[config.mk]
export PLATFORM = sky130hd
export DESIGN_NAME = cpu_run_ctrl_flat
export DESIGN_NICKNAME = d
export VERILOG_FILES = /design/src/rtl/cpu_run_ctrl_if.sv /design/src/rtl/cpu_run_ctrl.sv /design/src/flat_wrapper.sv
export SDC_FILE = /design/constraint.sdc
export NUM_CORES = 1
export LEC_CHECK = 0
export ABC_AREA = 1
export CAP_MARGIN = 10
export CORE_AREA = 2 2 135 169
export CTS_BUF_LIST = sky130_fd_sc_hd__clkbuf_4
export DETAILED_ROUTE_END_ITERATION = 6
export DIE_AREA = 0 0 137 171
export PLACE_DENSITY_LB_ADDON = 0.3
export SYNTH_ARGS = -nofsm -noshare
export SYNTH_HDL_FRONTEND = slang
export SYNTH_SLANG_ARGS = --single-unit
[constraint.sdc]
create_clock -name i_clk -period 5.91 [get_ports i_clk]
set_input_delay 1.182 -clock i_clk [delete_from_list [all_inputs] [get_ports i_clk]]
set_output_delay 1.182 -clock i_clk [all_outputs]
set_load 0.02 [all_outputs]
[src/rtl/cpu_run_ctrl_if.sv]
// Bus bundle between the run controller and its host: run control, CPU write tap,
// CPU control outputs, trace read port and status.
interface cpu_run_ctrl_if #(
    parameter int ADDR_W = 4,
    parameter int DATA_W = 8,
    parameter int DEPTH  = 16,
    parameter int CNT_W  = 16
);
    logic                     i_start;
    logic                     i_abort;
    logic [CNT_W-1:0]         i_run_cycles;
    logic                     i_wr_valid;
    logic [ADDR_W-1:0]        i_wr_add;
    logic [DATA_W-1:0]        i_wr_data;
    logic                     o_cpu_reset_n;
    logic                     o_cpu_stop;
    logic                     i_rd_en;
    logic [$clog2(DEPTH)-1:0] i_rd_idx;
    logic [ADDR_W-1:0]        o_rd_add;
    logic [DATA_W-1:0]        o_rd_data;
    logic                     o_rd_valid;
    logic [$clog2(DEPTH):0]   o_trace_count;
    logic                     o_overflow;
    logic                     o_busy;
    logic                     o_done;
    logic                     o_aborted;

    modport slave (
        input  i_start, i_abort, i_run_cycles, i_wr_valid, i_wr_add, i_wr_data,
               i_rd_en, i_rd_idx,
        output o_cpu_reset_n, o_cpu_stop, o_rd_add, o_rd_data, o_rd_valid,
               o_trace_count, o_overflow, o_busy, o_done, o_aborted
    );

    modport master (
        output i_start, i_abort, i_run_cycles, i_wr_valid, i_wr_add, i_wr_data,
               i_rd_en, i_rd_idx,
        input  o_cpu_reset_n, o_cpu_stop, o_rd_add, o_rd_data, o_rd_valid,
               o_trace_count, o_overflow, o_busy, o_done, o_aborted
    );
endinterface

[src/rtl/cpu_run_ctrl.sv]
// Run controller for the FDE CPU: reset/hold/run sequencing with a bounded run
// window, plus a DEPTH-entry trace of CPU writes readable by index.
module cpu_run_ctrl #(
    parameter int ADDR_W   = 4,
    parameter int DATA_W   = 8,
    parameter int DEPTH    = 16,
    parameter int CNT_W    = 16,
    parameter int RST_CYC  = 2,
    parameter int HOLD_CYC = 3,
    parameter int CAP_MODE = 0,
    parameter int WRAP     = 0
) (
    input logic          i_clk,
    input logic          i_reset,
    cpu_run_ctrl_if.slave bus
);
    localparam int IDX_W = $clog2(DEPTH);
    localparam int ENT_W = ADDR_W + DATA_W;

    typedef enum logic [2:0] {S_IDLE, S_RESET, S_HOLD, S_RUN, S_DONE} state_t;

    state_t             state, state_nx;
    logic [CNT_W-1:0]   cnt, run_len;
    logic               start_go, abort_go;
    logic               reset_n_nx, stop_nx, busy_nx, done_nx;

    logic               cpu_reset_n, cpu_stop, busy, done, aborted;
    logic [IDX_W-1:0]   wr_ptr, old_ptr, rd_slot;
    logic [IDX_W:0]     count;
    logic               overflow, full, cap_hit, mem_we;
    logic [ENT_W-1:0]   entry, prev, mem [DEPTH];
    logic [ADDR_W-1:0]  rd_add;
    logic [DATA_W-1:0]  rd_data;
    logic               rd_valid;

    always_ff @(posedge i_clk) begin
        if (i_reset) state <= S_IDLE;
        else         state <= state_nx;
    end

    always_comb begin
        state_nx = state;
        start_go = 1'b0;
        abort_go = 1'b0;
        case (state)
            S_IDLE, S_DONE: begin
                if (bus.i_start) begin
                    start_go = 1'b1;
                    state_nx = S_RESET;
                end
            end
            S_RESET: begin
                if (bus.i_abort) begin
                    abort_go = 1'b1;
                    state_nx = S_DONE;
                end else if (cnt == CNT_W'(RST_CYC - 1)) begin
                    state_nx = S_HOLD;
                end
            end
            S_HOLD: begin
                if (bus.i_abort) begin
                    abort_go = 1'b1;
                    state_nx = S_DONE;
                end else if (cnt == CNT_W'(HOLD_CYC - 1)) begin
                    state_nx = S_RUN;
                end
            end
            S_RUN: begin
                if (bus.i_abort) begin
                    abort_go = 1'b1;
                    state_nx = S_DONE;
                end else if (run_len != '0 && cnt == run_len - CNT_W'(1)) begin
                    state_nx = S_DONE;
                end
            end
            default: state_nx = S_IDLE;
        endcase
        // Outputs are registered from the next state so they track the state without lag.
        reset_n_nx = !(state_nx == S_IDLE || state_nx == S_RESET);
        stop_nx    = (state_nx != S_RUN);
        busy_nx    = (state_nx == S_RESET || state_nx == S_HOLD || state_nx == S_RUN);
        done_nx    = (state_nx == S_DONE);
    end

    always_ff @(posedge i_clk) begin
        if (i_reset) begin
            cnt         <= '0;
            run_len     <= '0;
            cpu_reset_n <= 1'b0;
            cpu_stop    <= 1'b1;
            busy        <= 1'b0;
            done        <= 1'b0;
            aborted     <= 1'b0;
        end else begin
            cnt         <= (state_nx != state) ? '0 : cnt + CNT_W'(1);
            if (start_go) run_len <= bus.i_run_cycles;
            cpu_reset_n <= reset_n_nx;
            cpu_stop    <= stop_nx;
            busy        <= busy_nx;
            done        <= done_nx;
            if (start_go)      aborted <= 1'b0;
            else if (abort_go) aborted <= 1'b1;
        end
    end

    always_comb begin
        entry   = {bus.i_wr_add, bus.i_wr_data};
        full    = (count == (IDX_W + 1)'(DEPTH));
        cap_hit = (state == S_RUN) && ((CAP_MODE == 0) ? bus.i_wr_valid : (entry != prev));
        mem_we  = cap_hit && (!full || WRAP != 0);
        rd_slot = old_ptr + bus.i_rd_idx;
    end

    always_ff @(posedge i_clk) begin
        if (i_reset || start_go) begin
            wr_ptr   <= '0;
            old_ptr  <= '0;
            count    <= '0;
            overflow <= 1'b0;
        end else if (cap_hit) begin
            if (!full) begin
                wr_ptr <= wr_ptr + IDX_W'(1);
                count  <= count + (IDX_W + 1)'(1);
            end else begin
                overflow <= 1'b1;
                if (WRAP != 0) begin
                    wr_ptr  <= wr_ptr + IDX_W'(1);
                    old_ptr <= old_ptr + IDX_W'(1);
                end
            end
        end
    end

    always_ff @(posedge i_clk) begin
        if (i_reset)                   prev <= '0;
        else if (state == S_HOLD)      prev <= entry;
        else if (cap_hit)              prev <= entry;
    end

    always_ff @(posedge i_clk) begin
        if (mem_we) mem[wr_ptr] <= entry;
    end

    always_ff @(posedge i_clk) begin
        if (i_reset) begin
            rd_add   <= '0;
            rd_data  <= '0;
            rd_valid <= 1'b0;
        end else if (bus.i_rd_en) begin
            if ({1'b0, bus.i_rd_idx} < count) begin
                {rd_add, rd_data} <= mem[rd_slot];
                rd_valid          <= 1'b1;
            end else begin
                rd_add   <= '0;
                rd_data  <= '0;
                rd_valid <= 1'b0;
            end
        end else begin
            rd_valid <= 1'b0;
        end
    end

    assign bus.o_cpu_reset_n = cpu_reset_n;
    assign bus.o_cpu_stop    = cpu_stop;
    assign bus.o_busy        = busy;
    assign bus.o_done        = done;
    assign bus.o_aborted     = aborted;
    assign bus.o_trace_count = count;
    assign bus.o_overflow    = overflow;
    assign bus.o_rd_add      = rd_add;
    assign bus.o_rd_data     = rd_data;
    assign bus.o_rd_valid    = rd_valid;
endmodule

[src/flat_wrapper.sv]
// flat-port wrapper written by rule: the top's interface ports become plain ports
module cpu_run_ctrl_flat 
#(
    parameter int ADDR_W   = 4,
    parameter int DATA_W   = 8,
    parameter int DEPTH    = 16,
    parameter int CNT_W    = 16,
    parameter int RST_CYC  = 2,
    parameter int HOLD_CYC = 3,
    parameter int CAP_MODE = 0,
    parameter int WRAP     = 0
)
  (i_clk, i_reset, bus_i_start, bus_i_abort, bus_i_run_cycles, bus_i_wr_valid, bus_i_wr_add, bus_i_wr_data, bus_i_rd_en, bus_i_rd_idx, bus_o_cpu_reset_n, bus_o_cpu_stop, bus_o_rd_add, bus_o_rd_data, bus_o_rd_valid, bus_o_trace_count, bus_o_overflow, bus_o_busy, bus_o_done, bus_o_aborted);
  cpu_run_ctrl_if #(.ADDR_W(ADDR_W), .DATA_W(DATA_W), .DEPTH(DEPTH), .CNT_W(CNT_W)) bus_i ();
  input logic i_clk;
  input logic i_reset;
  input wire logic [$bits(bus_i.i_start)-1:0] bus_i_start;
  input wire logic [$bits(bus_i.i_abort)-1:0] bus_i_abort;
  input wire logic [$bits(bus_i.i_run_cycles)-1:0] bus_i_run_cycles;
  input wire logic [$bits(bus_i.i_wr_valid)-1:0] bus_i_wr_valid;
  input wire logic [$bits(bus_i.i_wr_add)-1:0] bus_i_wr_add;
  input wire logic [$bits(bus_i.i_wr_data)-1:0] bus_i_wr_data;
  input wire logic [$bits(bus_i.i_rd_en)-1:0] bus_i_rd_en;
  input wire logic [$bits(bus_i.i_rd_idx)-1:0] bus_i_rd_idx;
  output wire logic [$bits(bus_i.o_cpu_reset_n)-1:0] bus_o_cpu_reset_n;
  output wire logic [$bits(bus_i.o_cpu_stop)-1:0] bus_o_cpu_stop;
  output wire logic [$bits(bus_i.o_rd_add)-1:0] bus_o_rd_add;
  output wire logic [$bits(bus_i.o_rd_data)-1:0] bus_o_rd_data;
  output wire logic [$bits(bus_i.o_rd_valid)-1:0] bus_o_rd_valid;
  output wire logic [$bits(bus_i.o_trace_count)-1:0] bus_o_trace_count;
  output wire logic [$bits(bus_i.o_overflow)-1:0] bus_o_overflow;
  output wire logic [$bits(bus_i.o_busy)-1:0] bus_o_busy;
  output wire logic [$bits(bus_i.o_done)-1:0] bus_o_done;
  output wire logic [$bits(bus_i.o_aborted)-1:0] bus_o_aborted;
  assign bus_i.i_start = bus_i_start;
  assign bus_i.i_abort = bus_i_abort;
  assign bus_i.i_run_cycles = bus_i_run_cycles;
  assign bus_i.i_wr_valid = bus_i_wr_valid;
  assign bus_i.i_wr_add = bus_i_wr_add;
  assign bus_i.i_wr_data = bus_i_wr_data;
  assign bus_i.i_rd_en = bus_i_rd_en;
  assign bus_i.i_rd_idx = bus_i_rd_idx;
  assign bus_o_cpu_reset_n = bus_i.o_cpu_reset_n;
  assign bus_o_cpu_stop = bus_i.o_cpu_stop;
  assign bus_o_rd_add = bus_i.o_rd_add;
  assign bus_o_rd_data = bus_i.o_rd_data;
  assign bus_o_rd_valid = bus_i.o_rd_valid;
  assign bus_o_trace_count = bus_i.o_trace_count;
  assign bus_o_overflow = bus_i.o_overflow;
  assign bus_o_busy = bus_i.o_busy;
  assign bus_o_done = bus_i.o_done;
  assign bus_o_aborted = bus_i.o_aborted;
  cpu_run_ctrl #(.ADDR_W(ADDR_W), .DATA_W(DATA_W), .DEPTH(DEPTH), .CNT_W(CNT_W), .RST_CYC(RST_CYC), .HOLD_CYC(HOLD_CYC), .CAP_MODE(CAP_MODE), .WRAP(WRAP)) u_core (.i_clk(i_clk), .i_reset(i_reset), .bus(bus_i));
endmodule
Word-level counts from Yosys, hierarchy flattened
Memories as Yosys holds them, arrays and structs flattened.
Cells that the tools add are included.
Storage, ports and cells
  flip-flop bits (word level): 63
  RAM bits: 192
  bits of input ports: 38
  output and inout port bits: 24
  word-level logic and storage cells: 72
  memories kept: 1
Memories
  u_core.mem: words 16, bits a word 12, read ports 1, clocked after Yosys merged registers in 0, wr ports 1, line cpu_run_ctrl.sv:31  | logic [ENT_W-1:0] entry, prev, mem [DEPTH];
Operators by class
  add/subtract/negate cells: 4
  $lt $le $gt $ge: 1
  equal/unequal tests: 14
  muxes and demuxes: 17
  bitwise gates (word level): 2
  reductions and logical operators: 19
Operators by type and width (number)
  3-bit 2-to-1 mux: 7
  16-bit by 1-bit adder with 16-bit output (second input constant): 1
  16-bit by 1-bit == test with 1-bit output (second input constant): 1
  16-bit == test: 1
  16-bit by 2-bit == test with 1-bit output (second input constant): 1
  16-bit nonzero test: 1
  16-bit by 1-bit subtractor with 16-bit output (second input constant): 1
  3-bit by 2-bit == test with 1-bit output (second input constant): 4
  3-bit case mux with 4 select lines: 1
  8-bit 2-to-1 mux: 1
  2-bit OR reduction: 4
  1-bit 2-to-1 mux: 7
  3-bit by 1-bit == test with 1-bit output (second input constant): 2
  3-bit == test (second input constant): 2
  3-bit zero test: 2
  5-bit by 1-bit adder with 5-bit output (second input constant): 1
  5-bit == test (second input constant): 1
  4-bit by 5-bit less-than comparator with 1-bit output: 1
  4-bit by 1-bit adder with 4-bit output (second input constant): 1
  1-bit logical OR: 4
  4-bit 2-to-1 mux: 1
  2-bit AND reduction: 2
  1-bit logical AND: 3
  3-bit by 2-bit != test with 1-bit output (second input constant): 1
  other kinds (4): 6

Depth between registers and ports, before layout
  depth in word-level cells: 9
  mapped depth: 17
  gate-level depth less buffers: 16

Worst setup path before layout
No wires, ideal clock.
  kind: input port to flip-flop
  from: in bus_i_wr_valid
  to: mem u_core.mem[11][0] (netlist bit), enable pin
  library setup time: 0.380 ns
  data arrival time: 2.329 ns
  data required time: 5.530 ns
  slack: 3.200 ns
  cell stages on the path: 6
  buffers on the path: 0
  cells stage by stage: inv_1 > nor2_1 > nand2_1 > inv_1 > nand2_1 > nor2_1
On the way
  longest elaborated chain between the ends: 4
Ends and longest elaborated chain
  start, declared: line flat_wrapper.sv:20  | input wire logic [$bits(bus_i.i_wr_valid)-1:0] bus_i_wr_valid;
  1-bit logical AND: line cpu_run_ctrl.sv:109  | cap_hit = (state == S_RUN) && ((CAP_MODE == 0) ? bus.i_wr_valid : (entry != prev));
  1-bit logical AND: line cpu_run_ctrl.sv:110  | mem_we = cap_hit && (!full || WRAP != 0);
  1-bit 2-to-1 mux: line cpu_run_ctrl.sv:141  | if (mem_we) mem[wr_ptr] <= entry;
  1-bit 2-to-1 mux (not written as such): line cpu_run_ctrl.sv:141
  end, declared: line cpu_run_ctrl.sv:31
Every way passes these cells.

Final worst setup path
  from: in bus_i_wr_valid
  to: mem u_core.mem[10][1] (netlist bit), enable pin
The elaborated chain is that of the path after synthesis.

==> out/metrics.csv <==
metric,value,unit
status,finished clean,
seqPwrFrac,0.502,
clock-root-buffer,clkbuf_4,
power_density,308,nW/um^2
synth_edf_count,192,
io_pins,62,
clk_path_buf_depth,3,
post_drt_wl_per_cell,19.8,um
clock.fmax,0.322,GHz
r2r-end,u_core.mem[10][1]$_DFFE_PP_,
layout_setup_ws,2800,ps
clkPwrFrac,0.409,
combPwrFrac,0.088,
report.final.hold_viol_count,0,
drt_iter0_drc,720,
coreArea,22000,sq um
grt_pass1_vias,8027,
setup-violations-final,0,
synth.distinct_cells,40,
final_max_slew_viol_count,0,
rsz0062_at_grt,no,
cp.arrival,3360,ps
dp_cells,1319,
path_clk_slew,70,ps
drive_gt1_frac,0.133,
drc_errors,0,
fin_area,12600,sq um
worstHoldStart,u_core.bus.o_rd_data[7]$_SDFFE_PP0P_,
syn_nets,1070,
reg2reg_from,u_core.state[1]$_SDFF_PP0_,
drt_first_pass_iters,6,
grt_max_degree,97,
h-tree-depth,3,
rows,61,
worst_slew_pin_slew,1140,ps
whs_path_depth,2,
die_height,171,um
hp-class,reg -> reg,
dp_hpwl,18600,um
ys_async_sr_fraction,0,
synth.avg_cell_area,10.8,sq um
cts.sink_count,255,
netlist_area,11000,sq um
peakVddDrop,0.172,mV
start_kind,input pin,
synth_flop_cell,edfxtp_1,
cp_slowest_cell,nor2_1,
power.switching,0.000972,W
cp_top_family,simple AND/OR/NAND/NOR gates,
nets,1156,
holdPathEnd,u_core.bus.o_rd_data[7]$_SDFFE_PP0P_,
crit_type,in -> reg,
ys_warn_count,0,
grt_usage,0.249,
rr_worst_depth,10,
die_w,137,um
syn_inst,1018,
ff2ff_setup_slack,3070,ps
max-cap-violations,0,
gp_congestion,0.886,
antenna_found_initial,1,
cp_cell_sequence,"clkdlybuf4s50_1, inv_1, nor2_1, nand2_1, inv_1, nand2_1, nor2_1",
switching_share,0.249,
die_area,23400,sq um
skew,62.1,ps
grt_overflow,0,
via_per_inst,5.66,
drt-total-wl,28400,um
io_buffers,61,
maxSlewHeadroom,0.238,
crit_path_max_incr_delay,900,ps
postCtsHoldBufs,0,
crit_fanout,12,
p_leak,4.59,nW
cts_tree,built,
cp-end-kind,flip-flop,
nFillCells,1917,
numCtsBuffers,66,
initial_utilization,0.499,
cts_setup_buffers,0,
fin_crit,3110,ps
seq_area_frac_synth,0.641,
cp.required,6170,ps
synth-seq-cells,255,
ctsResizeCount,0,
drtAntennaViolNets,0,
worst_skew_pair.late_latency,680,ps
pre_cts_slack,2170,ps
area_delta_synth_final,15.4,%
worst-path-buf-inv,3,
place_area,11700,sq um
dr_total_vias,8139,
setup_tns,0,ps
power,0.00390,W
power.internal,0.00293,W
timing.final.crit_share,0.526,
instances_no_fill,1439,
grt_pass1_wl,43400,um
[synthesized netlist by cell type, drive strengths merged, types with 2 or more instances]
| library cell | n | share of area |
|---|---|---|
| o31ai | 11 | 0.0075 |
| inv | 83 | 0.028 |
| a31oi | 2 | 0.0011 |
| o221ai | 2 | 0.0016 |
| buf | 12 | 0.0072 |
| a21oi | 106 | 0.048 |
| clkbuf | 37 | 0.013 |
| dfxtp | 63 | 0.12 |
| xnor2 | 8 | 0.0064 |
| o21ai | 42 | 0.020 |
| nor2 | 92 | 0.036 |
| a221oi | 40 | 0.032 |
| nand2 | 187 | 0.066 |
| nor3 | 42 | 0.025 |
| nand3 | 41 | 0.020 |
| ha | 14 | 0.016 |
| nor4 | 4 | 0.0037 |
| edfxtp | 192 | 0.53 |
| nand4 | 7 | 0.0040 |
| or2 | 4 | 0.0023 |
| xor2 | 17 | 0.014 |
| o22ai | 7 | 0.0040 |
[worst max path at each step]
stage | slack, ps | cells past startpoint | endpoint | from
2_1_floorplan | 3200 | 6 | u_core.mem[11][0]$_DFFE_PP_ | bus_i_wr_valid
3_3_place_gp | 2230 | 7 | u_core.mem[7][3]$_DFFE_PP_ | bus_i_wr_valid
3_5_place_dp | 2170 | 7 | u_core.mem[12][3]$_DFFE_PP_ | bus_i_wr_valid
4_1_cts | 2850 | 7 | u_core.mem[12][3]$_DFFE_PP_ | bus_i_wr_valid
5_1_grt | 2660 | 7 | u_core.mem[12][2]$_DFFE_PP_ | bus_i_wr_valid
6_report | 2800 | 7 | u_core.mem[10][1]$_DFFE_PP_ | bus_i_wr_valid
[area by class of cell]
cell class,instances,area [sq um],area share
Clock inverter,17,141,0.0112
Tap cell,283,354,0.0280
Antenna cell,2,5.00,0.000396
Inverter,84,315,0.0249
Timing Repair Buffer,67,646,0.0510
Sequential cell,255,7030,0.556
Multi-Input combinational cell,630,3400,0.269
Clock buffer,101,758,0.0600
[layer usage]
layer  part of all wire  track usage  up-vias
met5                  0            0        -
met4              0.041        0.128        0
met3              0.084       0.0625       64
met2               0.49        0.405      393
met1               0.39        0.305     3866
li1                   -            -     3816
[sequential cells by signal, indices dropped and copies added (netlist names)]
register and cells:
u_core.bus.o_aborted 1, u_core.bus.o_busy 1, u_core.bus.o_cpu_reset_n 1, u_core.bus.o_cpu_stop 1
u_core.bus.o_done 1, u_core.bus.o_overflow 1, u_core.bus.o_rd_add 4, u_core.bus.o_rd_data 8
u_core.bus.o_rd_valid 1, u_core.bus.o_trace_count 5, u_core.cnt 16, u_core.mem 192
u_core.run_len 16, u_core.state 3, u_core.wr_ptr 4
[placed cells by master, fill, tap and decap left out, drive strengths merged, types with 17 or more instances in the layout]
cell,n
edfxtp,192
nand2,187
a21oi,106
clkbuf,101
nor2,92
inv,84
dfxtp,63
clkdlybuf4s50,59
o21ai,42
nor3,42
nand3,41
a221oi,40
xor2,17
[power groups by stage]
stage / Combinational [W] / Clock (W) / Sequential, W
finish: 0.000344 / 0.00160 / 0.00196
global route: 0.000380 / 0.00173 / 0.00196
CTS: 0.000343 / 0.00163 / 0.00196
detailed placement: 0.000341 / 0 / 0.00200
global placement: 0.000339 / 0 / 0.00200
floorplan: 0.000213 / 0 / 0.00200
[stage by stage]
step | hold slack (ps) | util
2_1_floorplan | 467 | -
3_3_place_gp | 458 | 0.534
3_5_place_dp | 466 | 0.534
4_1_cts | 477 | 0.575
5_1_grt | 512 | 0.575
6_report | 476 | 0.575
[kinds of logic (layout without fill, tap and decap cells)]
logic type / Yosys count / after routing / share of synthesized area
buffers and inverters: 133 / 269 / 0.0486
flip-flops: 255 / 255 / 0.641
other: 0 / 2 / 0
XOR/XNOR: 25 / 25 / 0.0200
AND/OR/NAND/NOR: 378 / 378 / 0.158
adder cells (fa/ha/maj): 14 / 14 / 0.0160
AO/OA/AOI/OAI: 213 / 213 / 0.117
[worst reg2reg max path: cells and delay by family (launching register included)]
| family | cells | cell delay (ps) |
|---|---|---|
| buffers and inverters | 4 | 460 |
| flip-flops | 1 | 340 |
| AND/OR/NAND/NOR | 6 | 1650 |
No activity file was read; power rests on OpenSTA's default activity.
